===== src/rtl/onehot_encoder_seq_pkg.sv =====
// Shared types and constants for the sequential one-hot encoder.
package onehot_pkg;

    localparam int MODE_W = 2;

    typedef enum logic [MODE_W-1:0] {
        MODE_LOAD  = 2'b00,
        MODE_ROTL  = 2'b01,
        MODE_ROTR  = 2'b10,
        MODE_CLEAR = 2'b11
    } mode_e;

    // True when an index addresses an existing bit of a vector of width out_w.
    function automatic logic idx_in_range(input int unsigned idx_val, input int unsigned out_w);
        return (idx_val < out_w);
    endfunction

endpackage


===== src/rtl/onehot_encoder_seq_if.sv =====
// Command and result channels of the sequential one-hot encoder.
interface onehot_encoder_seq_if
    import onehot_pkg::*;
#(
    parameter int IN_W  = 4,
    parameter int OUT_W = 16
) ();

    logic              in_valid;
    logic              in_ready;
    logic [MODE_W-1:0] in_mode;
    logic [IN_W-1:0]   in_idx;
    logic              out_valid;
    logic              out_ready;
    logic [OUT_W-1:0]  out_onehot;
    logic [IN_W-1:0]   out_idx;
    logic              out_err;

    // Command issuer and result consumer side.
    modport master (
        output in_valid, in_mode, in_idx, out_ready,
        input  in_ready, out_valid, out_onehot, out_idx, out_err
    );

    // Encoder side.
    modport slave (
        input  in_valid, in_mode, in_idx, out_ready,
        output in_ready, out_valid, out_onehot, out_idx, out_err
    );

endinterface


===== src/rtl/onehot_encoder_seq_core.sv =====
// Combinational next-state logic: applies one command to the current one-hot state.
module onehot_core
    import onehot_pkg::*;
#(
    parameter int IN_W  = 4,
    parameter int OUT_W = 16
) (
    input  logic [OUT_W-1:0] cur,
    input  logic [IN_W-1:0]  cur_idx,
    input  mode_e            mode,
    input  logic [IN_W-1:0]  idx,
    output logic [OUT_W-1:0] next_cur,
    output logic [IN_W-1:0]  next_cur_idx,
    output logic             err
);

    // Highest legal position; wraps are modulo OUT_W, not modulo 2^IN_W.
    localparam logic [IN_W-1:0]  LAST_IDX = IN_W'(OUT_W - 1);
    localparam logic [OUT_W-1:0] ONE_VEC  = {{(OUT_W-1){1'b0}}, 1'b1};

    logic cur_empty_s;
    logic idx_ok_s;

    // Qualifiers shared by the command decode below.
    always_comb begin
        cur_empty_s = (cur == {OUT_W{1'b0}});
        idx_ok_s    = idx_in_range(32'(idx), 32'(OUT_W));
    end

    // Command decode; an empty state cannot rotate and is left untouched.
    always_comb begin
        next_cur     = cur;
        next_cur_idx = cur_idx;
        err          = 1'b0;
        case (mode)
            MODE_LOAD: begin
                if (idx_ok_s) begin
                    next_cur     = ONE_VEC << idx;
                    next_cur_idx = idx;
                    err          = 1'b0;
                end else begin
                    next_cur     = {OUT_W{1'b0}};
                    next_cur_idx = {IN_W{1'b0}};
                    err          = 1'b1;
                end
            end
            MODE_ROTL: begin
                if (cur_empty_s) begin
                    err = 1'b1;
                end else begin
                    next_cur     = {cur[OUT_W-2:0], cur[OUT_W-1]};
                    next_cur_idx = (cur_idx == LAST_IDX) ? {IN_W{1'b0}} : cur_idx + IN_W'(1);
                    err          = 1'b0;
                end
            end
            MODE_ROTR: begin
                if (cur_empty_s) begin
                    err = 1'b1;
                end else begin
                    next_cur     = {cur[0], cur[OUT_W-1:1]};
                    next_cur_idx = (cur_idx == {IN_W{1'b0}}) ? LAST_IDX : cur_idx - IN_W'(1);
                    err          = 1'b0;
                end
            end
            MODE_CLEAR: begin
                next_cur     = {OUT_W{1'b0}};
                next_cur_idx = {IN_W{1'b0}};
                err          = 1'b0;
            end
            default: begin
                next_cur     = {OUT_W{1'b0}};
                next_cur_idx = {IN_W{1'b0}};
                err          = 1'b1;
            end
        endcase
    end

endmodule


===== src/rtl/onehot_encoder_seq.sv =====
// Registered one-hot encoder with rotate/clear commands behind valid/ready handshakes.
module onehot_encoder_seq
    import onehot_pkg::*;
#(
    parameter int IN_W  = 4,
    parameter int OUT_W = 16
) (
    input logic                clk,
    input logic                rst_n,
    onehot_encoder_seq_if.slave bus
);

    generate
        if (IN_W < 1 || IN_W > 8 || OUT_W < 2 || OUT_W > (1 << IN_W)) begin : g_bad_params
            $error("onehot_encoder_seq: illegal IN_W/OUT_W combination");
        end
    endgenerate

    logic [OUT_W-1:0] cur_r;
    logic [IN_W-1:0]  cur_idx_r;
    logic             out_valid_r;
    logic             out_err_r;

    logic [OUT_W-1:0] next_cur_s;
    logic [IN_W-1:0]  next_cur_idx_s;
    logic             err_s;
    logic             in_ready_s;
    logic             accept_s;

    onehot_core #(
        .IN_W  (IN_W),
        .OUT_W (OUT_W)
    ) u_core (
        .cur          (cur_r),
        .cur_idx      (cur_idx_r),
        .mode         (mode_e'(bus.in_mode)),
        .idx          (bus.in_idx),
        .next_cur     (next_cur_s),
        .next_cur_idx (next_cur_idx_s),
        .err          (err_s)
    );

    // Single-entry output stage: accept when empty or when the held result drains this cycle.
    always_comb begin
        in_ready_s = rst_n & (~out_valid_r | bus.out_ready);
        accept_s   = bus.in_valid & in_ready_s;
    end

    // State doubles as the result register, so rotates always chain on the last accepted command.
    always_ff @(posedge clk) begin
        if (!rst_n) begin
            cur_r       <= {OUT_W{1'b0}};
            cur_idx_r   <= {IN_W{1'b0}};
            out_err_r   <= 1'b0;
            out_valid_r <= 1'b0;
        end else if (accept_s) begin
            cur_r       <= next_cur_s;
            cur_idx_r   <= next_cur_idx_s;
            out_err_r   <= err_s;
            out_valid_r <= 1'b1;
        end else if (bus.out_ready) begin
            out_valid_r <= 1'b0;
        end else begin
            out_valid_r <= out_valid_r;
        end
    end

    assign bus.in_ready   = in_ready_s;
    assign bus.out_valid  = out_valid_r;
    assign bus.out_onehot = cur_r;
    assign bus.out_idx    = cur_idx_r;
    assign bus.out_err    = out_err_r;

endmodule


===== src/flat_wrapper.sv =====
// flat-port wrapper written by rule: the top's interface ports become plain ports
module onehot_encoder_seq_flat import onehot_pkg::*;
#(
    parameter int IN_W  = 4,
    parameter int OUT_W = 16
)
  (clk, rst_n, bus_in_valid, bus_in_mode, bus_in_idx, bus_out_ready, bus_in_ready, bus_out_valid, bus_out_onehot, bus_out_idx, bus_out_err);
  onehot_encoder_seq_if #(.IN_W(IN_W), .OUT_W(OUT_W)) bus_i ();
  input logic clk;
  input logic rst_n;
  input wire logic [$bits(bus_i.in_valid)-1:0] bus_in_valid;
  input wire logic [$bits(bus_i.in_mode)-1:0] bus_in_mode;
  input wire logic [$bits(bus_i.in_idx)-1:0] bus_in_idx;
  input wire logic [$bits(bus_i.out_ready)-1:0] bus_out_ready;
  output wire logic [$bits(bus_i.in_ready)-1:0] bus_in_ready;
  output wire logic [$bits(bus_i.out_valid)-1:0] bus_out_valid;
  output wire logic [$bits(bus_i.out_onehot)-1:0] bus_out_onehot;
  output wire logic [$bits(bus_i.out_idx)-1:0] bus_out_idx;
  output wire logic [$bits(bus_i.out_err)-1:0] bus_out_err;
  assign bus_i.in_valid = bus_in_valid;
  assign bus_i.in_mode = bus_in_mode;
  assign bus_i.in_idx = bus_in_idx;
  assign bus_i.out_ready = bus_out_ready;
  assign bus_in_ready = bus_i.in_ready;
  assign bus_out_valid = bus_i.out_valid;
  assign bus_out_onehot = bus_i.out_onehot;
  assign bus_out_idx = bus_i.out_idx;
  assign bus_out_err = bus_i.out_err;
  onehot_encoder_seq #(.IN_W(IN_W), .OUT_W(OUT_W)) u_core (.clk(clk), .rst_n(rst_n), .bus(bus_i));
endmodule

===== config.mk =====
export PLATFORM = sky130hd
export DESIGN_NAME = onehot_encoder_seq_flat
export DESIGN_NICKNAME = d
export VERILOG_FILES = /design/src/rtl/onehot_encoder_seq_pkg.sv /design/src/rtl/onehot_encoder_seq_if.sv /design/src/rtl/onehot_encoder_seq_core.sv /design/src/rtl/onehot_encoder_seq.sv /design/src/flat_wrapper.sv
export SDC_FILE = /design/constraint.sdc
export NUM_CORES = 1
export LEC_CHECK = 0
export ABC_CLOCK_PERIOD_IN_PS = 1550
export CAP_MARGIN = 5
export CORE_UTILIZATION = 51
export CTS_BUF_LIST = sky130_fd_sc_hd__clkbuf_4
export DETAILED_ROUTE_END_ITERATION = 12
export PLACE_DENSITY = 0.78
export SYNTH_ARGS = -nofsm -noshare
export SYNTH_HDL_FRONTEND = slang
export SYNTH_SLANG_ARGS = --single-unit
export TNS_END_PERCENT = 100

===== constraint.sdc =====
create_clock -name clk -period 1.55 [get_ports clk]
set_input_delay 0.155 -clock clk [delete_from_list [all_inputs] [get_ports clk]]
set_output_delay 0.155 -clock clk [all_outputs]
set_load 0.005 [all_outputs]

### After elaboration in Yosys (flattened, before gate mapping)

Cells that the tools add are included.
Widths: inputs -> output; s select.

* flip-flop bits (word level): 22
* input port bits: 10
* output and inout port bits: 23
* word-level logic and storage cells: 36

* add/sub/neg operators: 2
* eq/ne operators: 6
* shifts and indexed selects: 1
* muxes and demuxes: 12
* bitwise gates (word level): 4
* reductions and logical operators: 7

Operator list (number)
* $pmux 16 s4: 1
* $mux 16: 2
* $logic_not 16->1: 1
* $mux 4: 4
* $pmux 4 s4: 1
* $shl 1x4->16 const A: 1
* $add 4x1->4 const B: 1
* $eq 2x2->1 const B: 2
* $eq 4x4->1 const B: 1
* $logic_not 4->1: 1
* $ne 2x2->1 const B: 2
* $reduce_or 2->1: 2
* $sub 4x1->4 const B: 1
* $mux 1: 3
* $reduce_and 3->1: 1
* $and 1x1->1: 2
* $eq 2x1->1 const B: 1
* $logic_not 2->1: 1
* $pmux 1 s2: 1
* $reduce_bool 2->1: 1
* $not 1->1: 1
* $or 1x1->1: 1

### Longest topological paths before layout

Gate-level depths: netlist of the first run.

* word-level depth: 5
* depth in mapped cells: 7
* gate-level depth less buffers: 6

### By module

Synthesis of the first run repeated with hierarchy kept, for this count alone.

* cells, all modules: 210
* area, all modules: 1622.8 um^2

By module, submodules not included
* onehot_encoder_seq: times used 1, cells each 98, area an instance 923.4 um^2, sequential area each 440.4 um^2
* onehot_core: times used 1, cells each 112, area an instance 699.4 um^2, sequential area each 0.0 um^2

### Least setup slack after synthesis of the first run

OpenSTA, ideal clock, no wires.

* kind: flip-flop to flip-flop
* start point: register u_core.cur_idx_r[0] (netlist: u_core.bus.out_idx[0])
* end point: register u_core.cur_idx_r[3] (netlist: u_core.bus.out_idx[3])
* library setup time: 0.127 ns
* data arrival time: 1.332 ns
* data required time: 1.423 ns
* setup slack: 0.092 ns
* stages on the path, launching flop included: 7
* buffers on the path: 0
* clock period less this slack: 1.458 ns
* path through: dfxtp_1 > inv_1 > ha_1 > o21ba_2 > o21ai_0 > a221oi_1 > o22ai_1

* longest elaborated chain between the ends: 4
* elaborated cells between the ends (all ways): 9
* classes of those cells: add/sub (2); eq/ne (1); mux (5); reduce/logical (1)

Ends and longest elaborated chain
* from (decl): RTL line onehot_encoder_seq.sv:20 `logic [IN_W-1:0] cur_idx_r;`
* from (signal assigned): RTL line onehot_encoder_seq.sv:53 `cur_idx_r <= {IN_W{1'b0}};`
* from (signal assigned): RTL line onehot_encoder_seq.sv:58 `cur_idx_r <= next_cur_idx_s;`
* $sub 4x1->4 (tied with other cells): RTL line onehot_encoder_seq_core.sv:61 `next_cur_idx = (cur_idx == {IN_W{1'b0}}) ? LAST_IDX : cur_idx - IN_W'(1);`
* $mux 4 (on tied branches): RTL line onehot_encoder_seq_core.sv:61, onehot_encoder_seq_core.sv:52
* $mux 4 (on tied branches): RTL line onehot_encoder_seq_core.sv:57, onehot_encoder_seq_core.sv:48
* $pmux 4 s4 *: RTL line onehot_encoder_seq_core.sv:35 `case (mode)`

Every way passes the cells marked *; elsewhere a longest branch is shown, timed or not. The select of a mux whose other input is x is not followed.
A chain may end at the register's enable or synchronous reset.

### Final worst setup path of the first run

* start point: register u_core.cur_r[12] (netlist: u_core.bus.out_onehot[12])
* end point: register u_core.cur_r[9] (netlist: u_core.bus.out_onehot[9])

* longest elaborated chain between the ends: 3
* elaborated cells between the ends (all ways): 4
* classes of those cells: eq/ne (2); reduce/logical (2)

Ends and longest elaborated chain
* from (decl): RTL line onehot_encoder_seq.sv:19 `logic [OUT_W-1:0] cur_r;`
* from (signal assigned): RTL line onehot_encoder_seq.sv:52 `cur_r <= {OUT_W{1'b0}};`
* from (signal assigned): RTL line onehot_encoder_seq.sv:57 `cur_r <= next_cur_s;`
* $logic_not 16->1 *: RTL line onehot_encoder_seq_core.sv:26 `cur_empty_s = (cur == {OUT_W{1'b0}});`
* $ne 2x2->1 (no source line)
* $reduce_and 3->1 (no source line) *

Every way passes the cells marked *; elsewhere a longest branch is shown, timed or not.

==> impl_summary.txt, run 1 <==
----------------------------------------------------
[Hold path]
  Hold Path Depth ... 3
  Endpoint of the worst hold-timing path ... u_core.bus.out_valid$_SDFFE_PN0P_
  Hold path startpoint ... bus_in_valid
  Min-Delay Path Class ... input port to flip-flop

[Setup path]
  Reg2reg path depth ... 6
  Launching element of the worst setup path ... u_core.bus.out_onehot[12]$_SDFFE_PN0P_
  Origin of the critical flop-to-flop path ... u_core.bus.out_onehot[12]$_SDFFE_PN0P_
  Max Fanout on Critical Path ... 7
  Launching element type of the critical path ... flip-flop
  Type of the worst setup path ... flip-flop to flip-flop
  Worst reg-to-reg setup slack ... -40 ps
  Crit path DAT ... 1850 ps
  Critical path endpoint category ... flip-flop
  Reg-to-Reg End ... u_core.bus.out_onehot[9]$_SDFFE_PN0P_
  Data required time of the worst path ... roughly 1800 ps

[Route]
  WL per Instance ... between 15 and 20 microns
  Vias ... around 1700
  Post-route antenna net violation count ... 0
  Avg Vias per Cell ... around 6.4
  First-iteration detailed-routing DRC count ... between 80 and 90
  1st-pass router iterations ... 4
  Drt total wl ... 4690 microns
  DRC violation count after routing ... 0

[Clock network]
  Number of buffers on the longest clock path ... 2
  Root buf cell ... sky130_fd_sc_hd__clkbuf_4
  Sink Count ... 22
  Source-to-sink clock delay at the later pin of the worst-skew pair ... roughly 330 ps
  CTS H-Tree Depth ... 1
  TritonCTS clock tree ... yes
  Setup Fix Bufs, Post-CTS ... 0
  CTS Hold Buffers Added ... 0
  Number of buffers inserted during clock tree synthesis ... 3
  Clock transition at the register clock pins on the worst setup and hold paths after CTS ... 140 ps

[STA]
  Unrepaired setup endpoints after global routing ... true
  Final setup violation count ... 6
  Max transition margin ... 0.740
  Slew of the pin with the lowest slew margin ... 385 ps
  FMAX ... roughly 630 MHz
  Setup ws final ... -35.1 ps
  Final min period ... ~1600 ps
  Share of the cycle needed by the critical path after routing ... 1.02
  Total count of max-transition violations in the final report ... 0
  Maximum clock skew at final layout ... approximately 2.1 ps
  Number of hold violations in the final report ... 0

[Cells and area]
  Fraction of final layout cells sized beyond drive strength 1 ... 0.236
  Area growth syn-to-layout ... 47.3%
  Count of filler cells inserted in the layout ... approximately 170
  Net count of the finished layout ... roughly 250
  Util after Layout ... 0.823
  Post-Layout Cell Count ... 267
  Antenna diode count ... 0

[Synth]
  Most used flip-flop cell after synthesis ... sky130_fd_sc_hd__dfxtp_1
  Synth warn ... 0
  Multiplexer fraction of the synthesized cell area ... 0.0558
  Count of mapped cells out of synthesis ... about 180
  Netlist cell types ... 36
  Adder-cell area share of the yosys netlist ... 0.0436
  Synthesized-area fraction occupied by xor and xnor cells ... 0
  Main combinational cell family by area after synthesis ... compound AO/OA/AOI/OAI gates
  Avg Synthesized Cell Area ... between 8 and 9 sq um
  Synth Area in Compound Gates ... 0.355
  Sequential fraction of the synthesis area ... 0.307
  Fraction of registers with async set or reset after synthesis ... 0
  Flip-flop and latch count after synthesis ... 22
  Synthesized-area fraction occupied by and/or/nand/nor cells ... 0.166
  Total standard cell area after synthesis ... roughly 0.0014 sq mm
  Total nets after synthesis ... between 150 and 200
  Number of synthesized flops with an enable pin ... 0

[Place]
  Buffers added on ports ... 32
  HPWL reported at the end of detailed placement ... ~3200 microns
  Post-placement cell count ... between 200 and 300
  Final RePlAce weighted congestion ... between 0.9 and 1

[Power]
  Static leakage ... 0.000781 uW
  Total power divided by cell area ... roughly 640 mW/mm^2
  Highest ir drop seen on vdd ... roughly 0.00070 V

[Global route]
  GRT Total Usage ... 0.326
  Number of antenna violations at the first check in global routing ... 0
  Overall overflow remaining after global route ... 0
  Number of global-route vias before repair ... 1545
  Maximum number of pins on one net before global-route repair ... 28
  First-pass GRT wire length ... around 7000 microns

[Die]
  Area of the die ... approximately 0.003 sq mm
  Die outline width ... 55.0 microns
  Initial core utilization ... 0.558
  Num ports ... 33
  Core region area ... 0.00257 sq mm
  Std cell rows ... 18
  Die Y ... between 50 and 60 microns

[Outcome]
  Violated checks ... setup timing
  Status ... finished, violations left

[Run]
  Number of violations of the max-capacitance limit ... 0

----------------------------------------------------
==> registers in the layout, summed over array words and instances, names as in the netlist <==
signal,count
u_core.bus.out_idx,4
u_core.bus.out_onehot,16
u_core.bus.out_valid,1
u_core.bus.out_err,1
==> Yosys cell counts, drive strengths merged, types with 5 or more instances <==
| library cell | count | share of area |
|---|---|---|
| nand2b | 5 | 0.022 |
| ha | 5 | 0.044 |
| o22ai | 14 | 0.061 |
| a22oi | 16 | 0.084 |
| o211ai | 12 | 0.063 |
| mux2i | 8 | 0.056 |
| inv | 9 | 0.024 |
| clkbuf | 12 | 0.031 |
| dfxtp | 22 | 0.31 |
| nand2 | 24 | 0.063 |
| o21ai | 16 | 0.056 |
==> cells in the final DEF, fill, tap and decap left out, drive strengths merged, types with 3 or more instances in the layout <==
master         count
buf               38
clkdlybuf4s50     31
nand2             24
dfxtp             22
a22oi             16
o21ai             16
o22ai             14
o211ai            12
inv                9
mux2i              8
nand2b             5
ha                 5
o32a               4
nor4               4
clkbuf             3
==> worst max path at each step <==
stage,to,cells after the start
after global placement,u_core.bus.out_idx[0]$_SDFFE_PN0P_,7
after detailed placement,u_core.bus.out_idx[2]$_SDFFE_PN0P_,7
after CTS,u_core.bus.out_idx[2]$_SDFFE_PN0P_,6
after global routing,u_core.bus.out_idx[3]$_SDFFE_PN0P_,6
after floorplan,u_core.bus.out_idx[3]$_SDFFE_PN0P_,6
final,u_core.bus.out_onehot[9]$_SDFFE_PN0P_,6
==> per-stage QoR <==
stage          worst slack [ps]  hold WS (ps)  instance area, sq um  setup TNS (ps)  total power [uW]
2_1_floorplan              91.7           294                  1430               0               747
3_3_place_gp               -246           461                  2010           -4250               872
3_5_place_dp               -317           465                  2010           -5270               879
4_1_cts                   -21.3           389                  2080           -95.7              1350
5_1_grt                    -117           408                  2110           -1540              1390
6_report                  -35.1           395                  2110            -146              1360
==> power breakdown <==
part	switching [uW]	internal (uW)
Clock	208	262
Sequential	12.4	579
Combinational	155	139
Total	376	980
==> metal layers <==
layer,global-route usage,routed length [microns],vias up
met2,0.540,2120,103
met1,0.418,1960,791
met3,0.0492,481,16
met5,0,0,-
met4,0.138,129,0
li1,-,-,803
==> kinds of logic (layout without fill, tap and decap cells) <==
kind of cell	Yosys count	count (layout)
buf+inv	25	83
mux	8	8
simple gates	46	46
compound gates	73	73
flops	22	22
fa+ha+maj	5	5
==> what timing repair did <==
action / in CTS / in global routing
pin swaps: 3 / 1
setup endpoints to repair: 6 / 24
gates resized for setup: 4 / 12
==> final cells by class <==
| type | count | area, sq um | share of cell area |
|---|---|---|---|
| flip-flops and latches | 22 | 447 | 0.211 |
| well taps | 30 | 37.5 | 0.0178 |
| clock buffers | 3 | 22.5 | 0.0107 |
| inverters | 9 | 33.8 | 0.0160 |
| clock inverters | 1 | 30.0 | 0.0142 |
| multi-input cells | 132 | 922 | 0.437 |
| repair buffers | 70 | 619 | 0.293 |
==> worst max-delay path: stages, from the launching register on <==
cell and delay [ps]:
sky130_fd_sc_hd__dfxtp_2 350, sky130_fd_sc_hd__nor4_2 250, sky130_fd_sc_hd__buf_4 150, sky130_fd_sc_hd__nand4_1 160, sky130_fd_sc_hd__o21a_1 270, sky130_fd_sc_hd__buf_4 180, sky130_fd_sc_hd__o21ai_1 150
Note: power is estimated with default switching activity, not from simulation.
==> inputs of run 2 (changes only) <==
CORE_MARGIN = 10   (was unset)
==> run 2 against run 1 <==
Net effect:
- largest cell class unchanged
- non-clock buffer count rose by 1
- the flow now finishes without violations
- hold slack worse by 2.1 ps
- global-route usage down 15 points
- worst setup slack improved by 51 ps
- wire length up 3.4%
- largest power group unchanged
==> impl_summary.txt, run 2 (synthesized netlist as in run 1, its figures left out) <==
----------------------------------------------------
[Clock network]
  Number of buffers inserted during clock tree synthesis ... 3 (unchanged)
  Root buf cell ... sky130_fd_sc_hd__clkbuf_4 (unchanged)
  Sink Count ... 22 (unchanged)
  Clock transition at the register clock pins on the worst setup and hold paths after CTS ... 130 ps (was 140 ps)
  TritonCTS clock tree ... yes (unchanged)
  Number of buffers on the longest clock path ... 2 (unchanged)
  CTS H-Tree Depth ... 1 (unchanged)
  Source-to-sink clock delay at the later pin of the worst-skew pair ... 310 ps (was 330 ps)
  CTS Hold Buffers Added ... 0 (unchanged)

[Setup path]
  Worst reg-to-reg setup slack ... 20 ps (was -40 ps)
  Launching element of the worst setup path ... u_core.bus.out_onehot[6]$_SDFFE_PN0P_ (was u_core.bus.out_onehot[12]$_SDFFE_PN0P_)
  Type of the worst setup path ... flip-flop to flip-flop (unchanged)
  Crit path DAT ... 1740 ps (was 1850 ps)
  Reg2reg path depth ... 6 (unchanged)
  Max Fanout on Critical Path ... 5 (was 7)
  Origin of the critical flop-to-flop path ... u_core.bus.out_onehot[6]$_SDFFE_PN0P_ (was u_core.bus.out_onehot[12]$_SDFFE_PN0P_)
  Critical path endpoint category ... flip-flop (unchanged)
  Launching element type of the critical path ... flip-flop (unchanged)
  Data required time of the worst path ... 1760 ps (was 1810 ps)
  Reg-to-Reg End ... u_core.bus.out_onehot[9]$_SDFFE_PN0P_ (unchanged)

[STA]
  Final setup violation count ... 0 (was 6)
  Share of the cycle needed by the critical path after routing ... 0.990 (was 1.02)
  Total count of max-transition violations in the final report ... 0 (unchanged)
  Unrepaired setup endpoints after global routing ... true (unchanged)
  Slew of the pin with the lowest slew margin ... 322 ps (was 385 ps)
  Final min period ... 1530 ps (was 1590 ps)
  Maximum clock skew at final layout ... 2.97 ps (was 2.07 ps)
  Number of hold violations in the final report ... 0 (unchanged)
  FMAX ... 652 MHz (was 631 MHz)
  Setup TNS Final ... 0 ps (was -146 ps)
  Max transition margin ... 0.782 (was 0.740)

[Hold path]
  Hold Path Depth ... 3 (unchanged)
  Min-Delay Path Class ... input port to flip-flop (unchanged)
  Hold path startpoint ... bus_in_valid (unchanged)
  Endpoint of the worst hold-timing path ... u_core.bus.out_valid$_SDFFE_PN0P_ (unchanged)

[Place]
  Buffers added on ports ... 32 (unchanged)
  HPWL reported at the end of detailed placement ... 3570 microns (was 3220 microns)
  Final RePlAce weighted congestion ... 0.936 (was 0.993)

[Die]
  Die Y ... 73.0 microns (was 55.0 microns)
  Std cell rows ... 19 (was 18)
  Core region area ... 0.00273 sq mm (was 0.00257 sq mm)
  Num ports ... 33 (unchanged)
  Area of the die ... 0.00533 sq mm (was 0.00303 sq mm)
  Die outline width ... 73.0 microns (was 55.0 microns)
  Initial core utilization ... 0.524 (was 0.558)

[Cells and area]
  Number of flip-flops in the largest register ... 16 (unchanged)
  Footprint of the multi-input gates ... 951 sq um (was 922 sq um)
  Fraction of final layout cells sized beyond drive strength 1 ... 0.270 (was 0.236)
  Count of filler cells inserted in the layout ... 195 (was 169)
  Area growth syn-to-layout ... 50.3% (was 47.3%)
  Net count of the finished layout ... 254 (was 253)
  Util after Layout ... 0.789 (was 0.823)
  Most common cell after layout, fill and taps aside ... sky130_fd_sc_hd__buf_4 (unchanged)
  Antenna diode count ... 0 (unchanged)
  Sequential cell area ... 454 sq um (was 447 sq um)
  Most frequent cells in the layout ... 33 x sky130_fd_sc_hd__buf_4, 31 x sky130_fd_sc_hd__clkdlybuf4s50_1, 24 x sky130_fd_sc_hd__nand2_1, 16 x sky130_fd_sc_hd__a22oi_1, 14 x sky130_fd_sc_hd__o22ai_1 (was 35 x sky130_fd_sc_hd__buf_4, 31 x sky130_fd_sc_hd__clkdlybuf4s50_1, 24 x sky130_fd_sc_hd__nand2_1, 17 x sky130_fd_sc_hd__dfxtp_1, 16 x sky130_fd_sc_hd__a22oi_1)

[Outcome]
  Status ... finished clean (was finished, violations left)

[Power]
  Switching Share ... 0.300 (was 0.277)
  Portion of total power attributed to the clock network ... 0.230 (was 0.347)
  Combinational fraction of design power ... 0.270 (was 0.217)
  Sequential share of power ... 0.500 (was 0.436)
  Static leakage ... 0.000790 uW (was 0.000781 uW)
  Highest ir drop seen on vdd ... 0.000383 V (was 0.000702 V)
  Total power divided by cell area ... 549 mW/mm^2 (was 642 mW/mm^2)
  Internal power component ... 829 uW (was 980 uW)
  Switching component of the power ... 355 uW (was 376 uW)

[Global route]
  First-pass GRT wire length ... 7800 microns (was 7000 microns)
  Number of antenna violations at the first check in global routing ... 0 (unchanged)
  Number of global-route vias before repair ... 1592 (was 1545)
  Maximum number of pins on one net before global-route repair ... 28 (unchanged)
  Overall overflow remaining after global route ... 0 (unchanged)
  GRT Total Usage ... 0.177 (was 0.326)

[Route]
  Post-route antenna net violation count ... 0 (unchanged)
  Vias ... 1679 (was 1713)
  WL per Instance ... 18.1 microns (was 17.6 microns)
  Avg Vias per Cell ... 6.26 (was 6.42)
  DRC violation count after routing ... 0 (unchanged)
  1st-pass router iterations ... 5 (was 4)
  First-iteration detailed-routing DRC count ... 180 (was 83)
  Drt total wl ... 4850 microns (was 4690 microns)

[Run]
  Number of violations of the max-capacitance limit ... 0 (unchanged)

----------------------------------------------------
run 2: cell count changes in the layout (fill, tap and decap cells not counted), sizes merged:
cell | previous run | this run
bufinv | 1 | 0
buf | 38 | 39
run 2: metrics by stage:
stage,hold slack (ps),power (uW),setup slack [ps],instance area [sq um],cells
after global routing,429,1230,-67.2,2160,268
after CTS,402,1160,0.283,2080,267
final,392,1180,15.8,2160,268
after global placement,462,882,-255,2010,263
after detailed placement,477,891,-339,2010,263
after floorplan,294,747,91.7,1430,179
run 2: power by group through the flow:
stage / combinational (uW) / clock, uW / sequential (uW)
after floorplan: 140 / 0 / 607
after global placement: 280 / 0 / 602
after detailed placement: 288 / 0 / 603
after CTS: 295 / 274 / 591
after global routing: 343 / 294 / 594
final: 320 / 272 / 592
run 2: timing repair:
item | 4_1_cts | 5_1_grt
pin swaps | 3 | 16
setup endpoints to repair | 20 | 28
gates resized for setup | 8 | 25
buffers inserted | 1 | 1
run 2: cell type report:
class / instances / area share
multi-input combinational: 132 / 0.441
clock buffer: 3 / 0.0104
sequential: 22 / 0.211
inverter: 9 / 0.0157
tap: 31 / 0.0180
timing repair buffer: 71 / 0.304
run 2: worst max path at each step:
stage                                                        end
after floorplan               u_core.bus.out_idx[3]$_SDFFE_PN0P_
after global placement        u_core.bus.out_idx[0]$_SDFFE_PN0P_
after detailed placement      u_core.bus.out_idx[0]$_SDFFE_PN0P_
after CTS                  u_core.bus.out_onehot[0]$_SDFFE_PN0P_
after global routing      u_core.bus.out_onehot[11]$_SDFFE_PN0P_
final                      u_core.bus.out_onehot[9]$_SDFFE_PN0P_
run 2: critical path, cell delays in order (launching register included):
cell	delay, ps
sky130_fd_sc_hd__dfxtp_2	360
sky130_fd_sc_hd__nor4_4	310
sky130_fd_sc_hd__nand4_1	180
sky130_fd_sc_hd__buf_4	200
sky130_fd_sc_hd__buf_6	120
sky130_fd_sc_hd__o211ai_1	170
sky130_fd_sc_hd__o21ai_1	90
run 2: per-layer routing:
layer | routed length [microns] | global-route usage
met5 | 0 | 0
met2 | 2300 | 0.291
met3 | 382 | 0.0408
met1 | 2050 | 0.221
met4 | 119 | 0.0527
